===== src/rtl/rca_seq_ctrl.sv =====
// Wide adder sequenced over one shared 4-bit ripple slice, LSB nibble first; optional subtract via RCA_SEQ_SUB_EN.
// Latency: START edge k -> DONE high in the cycle after edge k+NIBBLES; READY again at edge k+NIBBLES+1.
// Backpressure: START is taken only while READY=1; requests while BUSY/DONE are dropped, not queued.
module rca_seq_ctrl #(
    parameter int NIBBLES = 4
) (
    input  logic                   clk_i,
    input  logic                   rst_n_i,
    input  logic                   start_i,
`ifdef RCA_SEQ_SUB_EN
    input  logic                   sub_i,
`endif
    input  logic [4*NIBBLES-1:0]   a_i,
    input  logic [4*NIBBLES-1:0]   b_i,
    output logic                   ready_o,
    output logic                   busy_o,
    output logic                   done_o,
    output logic [4*NIBBLES-1:0]   sum_o,
    output logic                   carry_o
);

    localparam int W  = 4 * NIBBLES;
    localparam int CW = (NIBBLES > 1) ? $clog2(NIBBLES) : 1;
    localparam logic [CW-1:0] CNT_LAST = CW'(NIBBLES - 1);

    typedef enum logic [1:0] {
        IDLE   = 2'd0,
        RUN    = 2'd1,
        DONE_S = 2'd2
    } state_t;

    state_t          state_q;
    logic [W-1:0]    a_sh_q;
    logic [W-1:0]    b_sh_q;
    logic [W-1:0]    psum_q;
    logic [W-1:0]    sum_q;
    logic [CW-1:0]   cnt_q;
    logic            c_q;
    logic            carry_q;
    logic            ready_q;
    logic            busy_q;
    logic            done_q;

    logic            op_sub;
    logic [4:0]      nsum;
    logic [W-1:0]    psum_d;

`ifdef RCA_SEQ_SUB_EN
    assign op_sub = sub_i;
`else
    assign op_sub = 1'b0;
`endif

    assign nsum   = {1'b0, a_sh_q[3:0]} + {1'b0, b_sh_q[3:0]} + {4'd0, c_q};
    // New nibble enters at the MSB so the LSB nibble ends up at the bottom after NIBBLES shifts.
    assign psum_d = (psum_q >> 4) | (W'(nsum[3:0]) << (W - 4));

    always_ff @(posedge clk_i or negedge rst_n_i) begin
        if (!rst_n_i) begin
            state_q <= IDLE;
            a_sh_q  <= '0;
            b_sh_q  <= '0;
            psum_q  <= '0;
            sum_q   <= '0;
            cnt_q   <= '0;
            c_q     <= 1'b0;
            carry_q <= 1'b0;
            ready_q <= 1'b1;
            busy_q  <= 1'b0;
            done_q  <= 1'b0;
        end else begin
            case (state_q)
                IDLE: begin
                    if (start_i) begin
                        // Subtract is A + ~B + 1: invert B once here and seed the carry.
                        a_sh_q  <= a_i;
                        b_sh_q  <= op_sub ? ~b_i : b_i;
                        c_q     <= op_sub;
                        cnt_q   <= '0;
                        psum_q  <= '0;
                        state_q <= RUN;
                        ready_q <= 1'b0;
                        busy_q  <= 1'b1;
                    end
                end
                RUN: begin
                    psum_q <= psum_d;
                    c_q    <= nsum[4];
                    a_sh_q <= a_sh_q >> 4;
                    b_sh_q <= b_sh_q >> 4;
                    cnt_q  <= cnt_q + CW'(1);
                    if (cnt_q == CNT_LAST) begin
                        sum_q   <= psum_d;
                        carry_q <= nsum[4];
                        state_q <= DONE_S;
                        busy_q  <= 1'b0;
                        done_q  <= 1'b1;
                    end
                end
                DONE_S: begin
                    done_q  <= 1'b0;
                    ready_q <= 1'b1;
                    state_q <= IDLE;
                end
                default: begin
                    state_q <= IDLE;
                    ready_q <= 1'b1;
                    busy_q  <= 1'b0;
                    done_q  <= 1'b0;
                end
            endcase
        end
    end

    assign ready_o = ready_q;
    assign busy_o  = busy_q;
    assign done_o  = done_q;
    assign sum_o   = sum_q;
    assign carry_o = carry_q;

endmodule


===== config.mk =====
export PLATFORM = sky130hd
export DESIGN_NAME = rca_seq_ctrl
export DESIGN_NICKNAME = d
export VERILOG_FILES = /design/src/rtl/rca_seq_ctrl.sv
export SDC_FILE = /design/constraint.sdc
export NUM_CORES = 1
export LEC_CHECK = 0
export ABC_AREA = 0
export ABC_CLOCK_PERIOD_IN_PS = 4750
export CAP_MARGIN = 20
export CORE_AREA = 3 3 95 88
export DETAILED_ROUTE_END_ITERATION = 7
export DIE_AREA = 0 0 98 91
export GPL_TIMING_DRIVEN = 0
export SLEW_MARGIN = 20
export SYNTH_ARGS = -nofsm -noshare
export SYNTH_HDL_FRONTEND = slang
export SYNTH_SLANG_ARGS = --single-unit
export TNS_END_PERCENT = 50

===== constraint.sdc =====
create_clock -name clk_i -period 4.75 [get_ports clk_i]
set_input_delay 1.1875 -clock clk_i [delete_from_list [all_inputs] [get_ports clk_i]]
set_output_delay 1.1875 -clock clk_i [all_outputs]
set_load 0.01 [all_outputs]

==> metrics.md <==
| Metric | Value |
|---|---|
| Run status | complete, no violations |
| Post-layout min period | 2.59 ns |
| Detail Placement HPWL | approximately 4.2 mm |
| Biggest cell delay along the critical path | 0.53 ns |
| CP Class | reg2out |
| Largest net degree at the start of global routing | 40 |
| Global routing usage summed across all routing layers | 14.3% |
| Total number of nets in the final design | 336 |
| Sequential-to-total area share from yosys stat | 59.2% |
| Achievable frequency | 0.386 GHz |
| Antenna violations before repair | 0 |
| Unrepaired setup endpoints after global routing | false |
| Total wire length | 5.79 mm |
| I/O pins | 55 |
| Total setup buffers inserted after CTS | 0 |
| Final Hold Violating Endpoints | 0 |
| Yosys warning total | 0 |
| Logic depth of the worst setup path including buffers | 1 |
| Max transition margin | around 56% |
| Reg2Reg Setup Slack | 2.84 ns |
| H-tree levels | 3 |
| Fin util | between 50% and 60% |
| Type of element launching the critical path | register |
| Worst path arrival time | 1.41 ns |
| Total clock buffers created by CTS | 9 |
| Syn Area/Cell | 12.7 um2 |
| End of the worst register-to-register path | carry_o$_DFFE_PN0P_ |
| Share of cells above drive strength 1 | around 17% |
| CTS Hold Bufs | 0 |
| Synthesis-to-finish area growth | 29.3% |
| Initial Util | 39.1% |
| Hold Path Class | reg2reg |
| Clock input transition at the sequential cells of the worst setup and hold paths | ~0.080 ns |
| Number of placement rows | 30 |
| Worst Path Required | 3.56 ns |
| Non-filler cells in the finished layout | around 400 |
| Wire length of the first global-routing pass | 9.91 mm |
| Launching point of the worst reg2reg path | a_sh_q[0]$_DFFE_PN0P_ |
| Sw frac | a little over a third |
| Via count | 1941 |
| Post-synth net total | 270 |
| Number of detailed-routing iterations run before antenna repair | 7 |
| Max-cap violation count | 0 |
| CP Cell Sequence | clkdlybuf4s50_1 |
| Multi-input gate area | 1070 um2 |
| Total power divided by cell area | 661 nW/um2 |
| Post-layout worst setup margin | 2.16 ns |
| Final number of max-transition violations | 0 |
| Total of flip-flops plus latches after synthesis | a little under 70 |
| Number of vias per cell after detailed routing | 4.90 |
| Width of the die | 98 um |
| Final period util | 54.6% |
| Leakage power | 1.76 nW |
| Clock Latency Late Sink | 0.35 ns |
| Switching component of the power | approximately 0.88 mW |
| Worst Setup EP | ready_o |
| Placed insts | 380 |
| Kind of end point of the critical path | output pin |
| Number of filler cells placed in the layout | slightly above 700 |
| Clock power frac | 17.2% |
| Summed instance area of the synthesized netlist | 2920 um2 |
| CTS resizes | 0 |
| Combinational power share | around 43% |
| Clock Skews | 0.0117 ns |
| Worst r2r path cells | 5 |
| Number of global-route vias before repair | 1997 |
| Starting DRC count in detailed routing | between 40 and 50 |
| Gate count after technology mapping | 229 |
| Highest ir drop seen on vdd | 244 uV |
| Port Buffers | 54 |
| Wire length per cell after detailed routing | 14.6 um |
| Tightest Pin Transition | 0.660 ns |
| Height of the die | 91 um |
| Pre-CTS setup slack | between 2 and 2.5 ns |
| Grt ovf | 0 |
| Buffer type at the clock tree root | clkbuf_8 |
| Relative contribution of sequential cells to total power | around 40% |
| Total area of sequential cells | 1730 um2 |
| Area inside the core boundary | 7470 um2 |
| Crit path launch | ready_o$_DFFE_PN1P_ |
| TritonCTS clock tree | yes |
| Full die area | 8920 um2 |
| Final ANT Viol Nets | 0 |
| Buffers from clock root to sink, at most | 2 |
| Setup-failing EPs final | 0 |
| Bufs and invs on worst path | 1 |
| Dominant delay contributor by cell family on the critical path | flip-flops |
| Number of clock sinks | between 60 and 70 |
| Slowest CP cell | dfstp_2 |
| Setup TNS after final layout | 0 ns |
| Internal power consumption | 1.62 mW |
| Maximum net fanout on the critical path | 2 |
| Final antenna diode count | 0 |
| RD Place Congestion | 0.794 |
| Number of remaining DRC errors | 0 |
| Netlist cell types | 30 |
worst reg2reg max path: cells and delay by family (launching register included):
| kind | cells | cell delay [ns] |
|---|---|---|
| flip-flops | 1 | 0.41 |
| AO/OA/AOI/OAI | 3 | 0.49 |
| adder cells (fa/ha/maj) | 2 | 0.88 |
cell families (layout without fill, tap and decap cells):
kind of cell / count (synthesis) / after routing / synth area share (%)
buffers and inverters: 16 / 87 / 4.03
adder cells (fa/ha/maj): 6 / 6 / 3.09
multiplexers: 38 / 38 / 13.6
AO/OA/AOI/OAI: 59 / 59 / 13.4
AND/OR/NAND/NOR: 40 / 40 / 6.30
flip-flops: 69 / 69 / 59.2
XOR/XNOR: 1 / 1 / 0.300
synth_stat cells:
cell | n | area share, %
o21bai_2 | 1 | 0.39
mux2_2 | 14 | 5.4
a22o_1 | 19 | 5.7
and3b_1 | 1 | 0.30
fa_1 | 2 | 1.4
nor2b_4 | 1 | 0.47
a21boi_0 | 1 | 0.26
nand3_1 | 2 | 0.34
buf_12 | 2 | 1.4
buf_6 | 1 | 0.39
o21ai_2 | 1 | 0.30
a21oi_1 | 3 | 0.51
clkbuf_2 | 2 | 0.34
or2b_1 | 1 | 0.26
nor2_1 | 2 | 0.26
inv_1 | 3 | 0.39
buf_4 | 2 | 0.51
nand3b_1 | 1 | 0.26
a21o_1 | 3 | 0.77
o31ai_1 | 2 | 0.51
ha_1 | 4 | 1.7
mux2i_1 | 24 | 8.2
nand2_1 | 31 | 4.0
o21ai_1 | 17 | 2.9
xnor2_1 | 1 | 0.30
o21ai_0 | 12 | 2.1
buf_2 | 6 | 1.0
dfstp_2 | 1 | 0.90
dfrtp_1 | 68 | 58
nor3b_2 | 1 | 0.43
how the worst min path moves through the flow:
stage	slack, ns	cells after the start	from	end
4_1_cts	0.49	2	b_sh_q[5]$_DFFE_PN0P_	b_sh_q[5]$_DFFE_PN0P_
6_report	0.48	2	b_sh_q[5]$_DFFE_PN0P_	b_sh_q[5]$_DFFE_PN0P_
5_1_grt	0.50	1	done_o$_DFFE_PN0P_	done_o$_DFFE_PN0P_
3_3_place_gp	0.47	2	b_sh_q[5]$_DFFE_PN0P_	b_sh_q[5]$_DFFE_PN0P_
3_5_place_dp	0.47	2	carry_o$_DFFE_PN0P_	carry_o$_DFFE_PN0P_
2_1_floorplan	0.45	2	b_sh_q[4]$_DFFE_PN0P_	b_sh_q[4]$_DFFE_PN0P_
layer usage:
layer | global-route usage [%] | vias to the layer above | part of all wire, %
met1 | 18.6 | 935 | 48
met4 | 4.50 | 0 | 0.67
met3 | 5.91 | 4 | 6.3
met2 | 21.7 | 52 | 45
met5 | 0 | - | 0
li1 | - | 950 | -
cell usage in the layout, fill, tap and decap left out, types with 4 or more instances in the layout:
cell and count:
dfrtp_1 68, clkdlybuf4s50_1 53, nand2_1 31, mux2i_1 24, a22o_1 19, o21ai_1 17, mux2_2 14, o21ai_0 12
clkbuf_8 10, buf_2 6, ha_1 4
power by group through the flow:
stage          clock network (mW)  registers [mW]  logic [mW]
2_1_floorplan                   0            1.01       0.707
5_1_grt                     0.463            1.04        1.19
4_1_cts                     0.438            1.00        1.09
3_3_place_gp                    0            1.01        1.06
6_report                    0.429           0.998        1.07
3_5_place_dp                    0            1.01        1.09
stage by stage:
step                      instance area (um2)  power, mW  hold WS, ns
after global placement                   3580       2.07        0.466
after detailed placement                 3600       2.10        0.474
after floorplan                          2920       1.72        0.450
final                                    3770       2.49        0.482
after CTS                                3770       2.53        0.489
after global routing                     3770       2.69        0.504
sequential cells by signal, summed over array words and instances, names as in the netlist, 2 cells and up:
register,cells
a_sh_q,16
b_sh_q,16
cnt_q,2
psum_q,12
state_q,2
sum_o,16
cell type report:
class | instances | share of cell area, %
sequential | 69 | 45.8
multi-input combinational | 144 | 28.4
timing repair buffer | 55 | 14.8
clock buffer | 10 | 3.65
tap | 96 | 3.18
buffer | 13 | 2.82
clock inverter | 6 | 1.03
inverter | 3 | 0.299
Power figures use the tool's default switching activity.
